[config.mk]
export PLATFORM = sky130hd
export DESIGN_NAME = imem_loader
export DESIGN_NICKNAME = d
export VERILOG_FILES = /design/src/rtl/imem_loader.sv
export SDC_FILE = /design/constraint.sdc
export NUM_CORES = 1
export LEC_CHECK = 0
export CAP_MARGIN = 20
export CORE_ASPECT_RATIO = 0.8
export CORE_MARGIN = 2
export CORE_UTILIZATION = 54
export DETAILED_ROUTE_END_ITERATION = 12
export PLACE_DENSITY_LB_ADDON = 0.1
export SYNTH_ARGS = -nofsm -noshare
export SYNTH_HDL_FRONTEND = slang
export SYNTH_SLANG_ARGS = --single-unit
[constraint.sdc]
create_clock -name clk -period 4.9 [get_ports clk]
set_input_delay 0.49 -clock clk [delete_from_list [all_inputs] [get_ports clk]]
set_output_delay 0.49 -clock clk [all_outputs]
set_load 0.03 [all_outputs]
[src/rtl/imem_loader.sv]
// Boot loader: parses a length-prefixed little-endian byte stream
// and writes 32-bit words into the instruction memory.
module imem_loader #(
  parameter int          MEM_WORDS = 4096,
  parameter logic [31:0] BASE_ADDR = 32'h0000_0000
) (
  input  logic        clk,
  input  logic        rst,
  input  logic        Start,
  input  logic [7:0]  RxData,
  input  logic        RxValid,
  output logic        RxReady,
  output logic        WriteEnable,
  output logic [31:0] WriteAddress,
  output logic [31:0] WriteData,
  output logic        CpuHold,
  output logic        Done,
  output logic        Error
);

  localparam int          IW   = $clog2(MEM_WORDS) + 1;
  localparam logic [31:0] MAXW = 32'(MEM_WORDS);
  localparam logic [IW-1:0] ONE = IW'(1);

  typedef enum logic [2:0] {
    S_IDLE, S_COUNT, S_CHECK, S_DATA,
    S_WRITE, S_DONE, S_ERROR
  } state_t;

  state_t        state, next;
  logic [1:0]    byte_cnt;
  logic [IW-1:0] index;
  logic [31:0]   count;
  logic [23:0]   acc;
  logic          xfer;
  logic          start_go;
  logic          last_byte;
  logic [31:0]   index32;

  assign RxReady   = (state == S_COUNT) || (state == S_DATA);
  assign xfer      = RxValid && RxReady;
  assign last_byte = (byte_cnt == 2'd3);
  assign index32   = {{(32-IW){1'b0}}, index};

  always_comb begin
    next        = state;
    WriteEnable = 1'b0;
    CpuHold     = 1'b0;
    Done        = 1'b0;
    Error       = 1'b0;
    start_go    = 1'b0;
    case (state)
      S_IDLE: begin
        start_go = Start;
        if (Start) next = S_COUNT;
      end
      S_COUNT: begin
        CpuHold = 1'b1;
        if (xfer && last_byte) next = S_CHECK;
      end
      S_CHECK: begin
        CpuHold = 1'b1;
        if (count > MAXW)        next = S_ERROR;
        else if (count == 32'd0) next = S_DONE;
        else                     next = S_DATA;
      end
      S_DATA: begin
        CpuHold = 1'b1;
        if (xfer && last_byte) next = S_WRITE;
      end
      S_WRITE: begin
        CpuHold     = 1'b1;
        WriteEnable = 1'b1;
        // index has not advanced yet, so compare against index+1
        if (index32 + 32'd1 == count) next = S_DONE;
        else                          next = S_DATA;
      end
      S_DONE: begin
        Done     = 1'b1;
        start_go = Start;
        if (Start) next = S_COUNT;
      end
      S_ERROR: begin
        Error    = 1'b1;
        start_go = Start;
        if (Start) next = S_COUNT;
      end
      default: next = S_IDLE;
    endcase
  end

  always_ff @(posedge clk or posedge rst) begin
    if (rst) begin
      state        <= S_IDLE;
      byte_cnt     <= 2'd0;
      index        <= '0;
      count        <= 32'd0;
      acc          <= 24'd0;
      WriteAddress <= BASE_ADDR;
      WriteData    <= 32'd0;
    end else begin
      state <= next;
      if (start_go) begin
        byte_cnt <= 2'd0;
        index    <= '0;
        count    <= 32'd0;
      end
      if (xfer) begin
        byte_cnt <= byte_cnt + 2'd1;
        if (state == S_COUNT) begin
          count <= {RxData, count[31:8]};
        end else begin
          acc <= {RxData, acc[23:8]};
          if (last_byte) begin
            WriteData    <= {RxData, acc};
            WriteAddress <= BASE_ADDR + (index32 << 2);
          end
        end
      end
      if (state == S_WRITE) index <= index + ONE;
    end
  end

endmodule

======== After elaboration in Yosys (flattened, before gate mapping) ========
Index checks and enable logic that the tools add are counted.
word-level totals
  register bits after elaboration ......... 119
  latch bits .............................. 0
  memory bits (writable) .................. 0
  bits in read-only memories .............. 0
  output and inout port bits .............. 69
  memories kept ........................... 0
cells by class
  add/sub/neg operators ................... 3
  multipliers ............................. 0
  div/mod/pow operators ................... 0
  $lt $le $gt $ge ......................... 1
  eq/ne operators ......................... 11
  shifts and indexed selects .............. 0
  mux-type cells .......................... 19
  bitwise operators ....................... 1
  reductions and logical operators ........ 12
operator list
  kind                   count
  $mux 32                3
  $eq 14x32->1           1
  $gt 32x13->1 const B   1
  $logic_not 32->1       1
  $mux 13                2
  $mux 3                 6
  $pmux 3 s5             1
  $add 13x1->14 const B  1
  $add 13x1->13 const B  1
  $eq 3x3->1 const B     3
  $eq 3x2->1 const B     2
  $ne 2x1->1 const B     3
  $reduce_and 3->1       2
  $mux 1                 5
  $mux 2                 2
  $reduce_bool 2->1      2
  $reduce_or 4->1        1
  $eq 3x1->1 const B     1
  $logic_not 3->1        1
  $reduce_or 3->1        1
  $add 2x1->2 const B    1
  $eq 2x2->1 const B     1
  $logic_and 1x1->1      2
  $reduce_and 2->1       1
  other kinds (2)        2

======== Longest topological paths before layout ========
  word-level depth ........................ 6
  depth in mapped cells ................... 9
  mapped depth without buffers ............ 7

======== Least setup slack after synthesis ========
OpenSTA, ideal clock, no wires.
  path type ............................... reg-to-reg
  start point ............................. reg index[0]
  end point ............................... reg state[2]
  setup time .............................. 104 ps
  data arrival time ....................... 2,152 ps
  required time ........................... 4,796 ps
  path slack .............................. 2,644 ps
  stages on the path, launching flop included .. 8
  period minus slack after synthesis ...... 2,256 ps
  path through ............................ dfrtp_1 > ha_1 > nand4_4 > nor3_4 > xnor2_1 > a211o_1 > or4_4 > o41ai_2
between the ends
  cells in the longest elaborated chain, start to end .. 4
RTL lines
  element                   line  RTL
  start: declaration        32    logic [IW-1:0] index;
  start signal: assignment  120   if (state == S_WRITE) index <= index + ONE;
  $add 13x1->14             75    if (index32 + 32'd1 == count) next = S_DONE;
  $eq 14x32->1              75
  $mux 3                    75
  $pmux 3 s5                52    case (state)
  end signal: assignment    102   state <= next;
  end: declaration          30    state_t state, next;
No other way between the ends.
A chain may end at the register's enable or synchronous reset.

======== Final worst setup path ========
  start point ............................. reg state[2]
  end point ............................... out WriteEnable
between the ends
  cells in the longest elaborated chain, start to end .. 2
RTL lines
  element           line  RTL
  $eq 3x3->1        52
  $mux 1            52
  end: declaration  13    output logic WriteEnable,
No other way between the ends.

==> summary.md <==
| Metric | Value |
|---|---|
| Status | finished clean |
| Distinct cells, synth | 49 |
| Clock latency on the worst-skew pair | 0.40 ns |
| Area leader, netlist | dfrtp_1 |
| Avg WL per Cell | 16.10 µm |
| Post-CTS Hold Buffers | 0 |
| Worst Path Max Fanout | 18 |
| Initial antenna violation count | 0 |
| RePlAce Congestion | 0.8088 |
| Clock-pin slew on the worst setup and hold paths | 0.05 ns |
| CP max stage delay | 0.72 ns |
| Layout Skew | 0.006358 ns |
| Total gr overflow | 0 |
| Tcrit/Tclk final | 66.22% |
| IO Pins | 81 |
| Worst-case clock buffer depth | 2 |
| Worst R2R Path Depth | 7 |
| Async set-reset flop share out of synthesis | 100.0% |
| Seq/Total Area, Yosys | 54.59% |
| Flops & latches, synth | 119 |
| Fill cells | 753 |
| Max H-tree Level | 4 |
| Largest net degree at the start of global routing | 67 |
| CTS-repair resized insts | 0 |
| DRT Pass-1 Iters | 4 |
| Reg-to-reg critical path endpoint | state[2]$_DFFE_PP0P_ |
| First-pass GRT wire length | 18.97 mm |
| Post-CTS setup buffers | 0 |
| Area grow syn2layout | 23.60% |
| Share of the synthesized area in the top cell type | 54.59% |
| Post-layout power | 4.287 mW |
| CP Capture Type | output pin |
| Min Tclk post-route | 3.245 ns |
| Chip Width | 116.4 µm |
| Top cells by area, synth | dfrtp_1 (55%), mux2_2 (14%), nand2_1 (5.9%), o21ai_0 (4.8%), xnor2_1 (2.7%) |
| ANT nets after route | 0 |
| CP max-delay cell | clkdlybuf4s50_1 |
| Nets@finish | 571 |
| Max-cap viol count | 0 |
| Gr usage total | 22.79% |
| Critical path data arrival time | 2.75 ns |
| Vias | 3814 |
| DIE AREA | 10930 µm² |
| HPWL Detailed | 7.507 mm |
| Post-synth top flop | dfrtp_1 |
| Worst Tran Pin Value | 0.8191 ns |
| Clock tree sinks | 119 |
| Synthesis Warnings | 0 |
| Vias in the first global route | 3681 |
| Unrepaired setup endpoints after global routing | no |
| Peak supply drop | 0.3799 mV |
| Drt drc | 0 |
| Number of buffers created by CTS | 17 |
| Relative slew slack | 45.39% |
| Post-Synthesis Cells | 499 |
| Share of layout cells above drive strength 1 | 19.82% |
| CTS Root Cell | clkbuf_16 |
| Buf/Inv on CP | 2 |
| Setup TNS | 0 ns |
| Syn_area_per_cell | 10.93 µm² |
| Setup slack, reg-to-reg | 2.29 ns |
| Pwr per Cell Area | 635.8 nW/µm² |
| Worst Path Required | 4.41 ns |
| Critical path class | reg2out |
| Final hold vios | 0 |
| EDFF count, synth | 0 |
| CTS tree | yes |
| Port Buffer Count | 61 |
| Critical path cell sequence | nor2b_1 -> nand2b_1 -> inv_2 -> clkdlybuf4s50_1 |
| Initial Util | 56.07% |
| Number of diodes | 0 |
| Fin util | 69.30% |
| Top cell family by delay on the critical path | buffers and inverters |
| Worst Setup Start Kind | register |
| Chip height | 93.90 µm |
| Final Slew Violations | 0 |
| Overall routed net length | 11.36 mm |
| F_max | 0.3082 GHz |
| Core Footprint | 9729 µm² |
| Hold wc startpoint | WriteAddress[7]$_DFFE_PP0P_ |
| Worst r2r src | index[0]$_DFFE_PP0P_ |
| Via-to-Cell Ratio | 5.402 |
| Leak | 3.046 nW |
| Count of final setup violators | 0 |
| Rows | 32 |
| Mapped cell area | 5455 µm² |
| Hold crit path type | reg2reg |
| Hold Crit Endpoint | WriteAddress[7]$_DFFE_PP0P_ |
| Initial DRC Count | 281 |
| Hold Path Depth | 2 |
-- logic make-up after synthesis --
logic type	after synthesis	share of synthesized area, %
AOI/OAI and AO/OA	78	8.326
xor gates and xnor gates	22	3.532
adders and majority gates	2	0.4586
buffers and inverters	53	5.023
DFF	119	54.59
muxes	68	14.01
other	1	0.06874
and+or+nand+nor	156	13.99
-- layout make-up --
cell class | instances | area [µm²] | share of cell area (%)
Inverter | 6 | 25.02 | 0.3711
Timing Repair Buffer | 68 | 685.7 | 10.17
Clock buffer | 24 | 491.7 | 7.293
Tap cell | 136 | 170.2 | 2.524
Multi-Input combinational cell | 345 | 2273 | 33.72
Clock inverter | 8 | 118.9 | 1.763
Sequential cell | 119 | 2978 | 44.16
-- worst register-to-register path: cells and delay by family, from the launching register on --
family | cells | cell delay [ns]
AOI/OAI and AO/OA | 2 | 0.56
and+or+nand+nor | 3 | 0.97
DFF | 1 | 0.47
xor gates and xnor gates | 1 | 0.10
adders and majority gates | 1 | 0.38
-- flip-flops by register name, summed over array words and instances, names as in the netlist --
signal / flops
byte_cnt: 2
count: 32
WriteAddress: 13
acc: 24
index: 13
state: 3
WriteData: 32
-- power by group --
| part | total [mW] | internal (mW) | switching (mW) |
|---|---|---|---|
| sequential | 1.62 | 1.32 | 0.294 |
| clock | 1.26 | 0.851 | 0.414 |
| combinational | 1.41 | 0.628 | 0.779 |
| total | 4.29 | 2.80 | 1.49 |
-- through the flow --
stage | instance area (µm²) | cells | hold WS (ns) | worst slack [ns]
5_1_grt | 6743 | 706 | 0.5091 | 1.495
2_1_floorplan | 5523 | 517 | 0.4657 | 1.253
6_report | 6743 | 706 | 0.4887 | 1.655
3_3_place_gp | 6087 | 671 | 0.4660 | 2.010
4_1_cts | 6713 | 704 | 0.4957 | 1.668
3_5_place_dp | 6102 | 672 | 0.4743 | 1.899
-- cell usage after synthesis, drive strengths merged, types with 4 or more instances --
library cell / count
buf: 22
xor2: 5
nand3: 11
nand2: 86
inv: 6
a21oi: 7
o21ai: 52
nor2b: 4
nor3: 6
clkbuf: 25
xnor2: 17
dfrtp: 119
nor4: 9
mux2: 67
nor2: 18
nand4: 4
-- worst max-delay path by stage --
stage	from	to	slack [ns]	cells past startpoint
CTS	state[2]$_DFFE_PP0P_	WriteEnable	1.67	4
global placement	RxValid	WriteData[26]$_DFFE_PP0P_	2.01	4
detailed placement	RxValid	WriteData[9]$_DFFE_PP0P_	1.90	4
global route	state[2]$_DFFE_PP0P_	WriteEnable	1.50	4
finish	state[2]$_DFFE_PP0P_	WriteEnable	1.66	4
floorplan	rst	WriteAddress[10]$_DFFE_PP0P_	1.25	1
-- metal layers --
layer	GRT usage, %	wire length (µm)	vias up
li1	-	-	1806
met1	31.39	5391	1898
met2	35.80	5343	99
met3	6.194	510	11
met4	6.151	119	0
met5	0	0	-
-- layout by cell type, fill, tap and decap left out, drive strengths merged, types with 7 or more instances in the layout --
master and count:
dfrtp 119, nand3 11, nor2 18, xnor2 17, a21oi 7, clkdlybuf4s50 61
o21ai 52, buf 7, nand2 86, nor4 9, mux2 67, clkbuf 24
conb 19
Power figures use the tool's default switching activity.
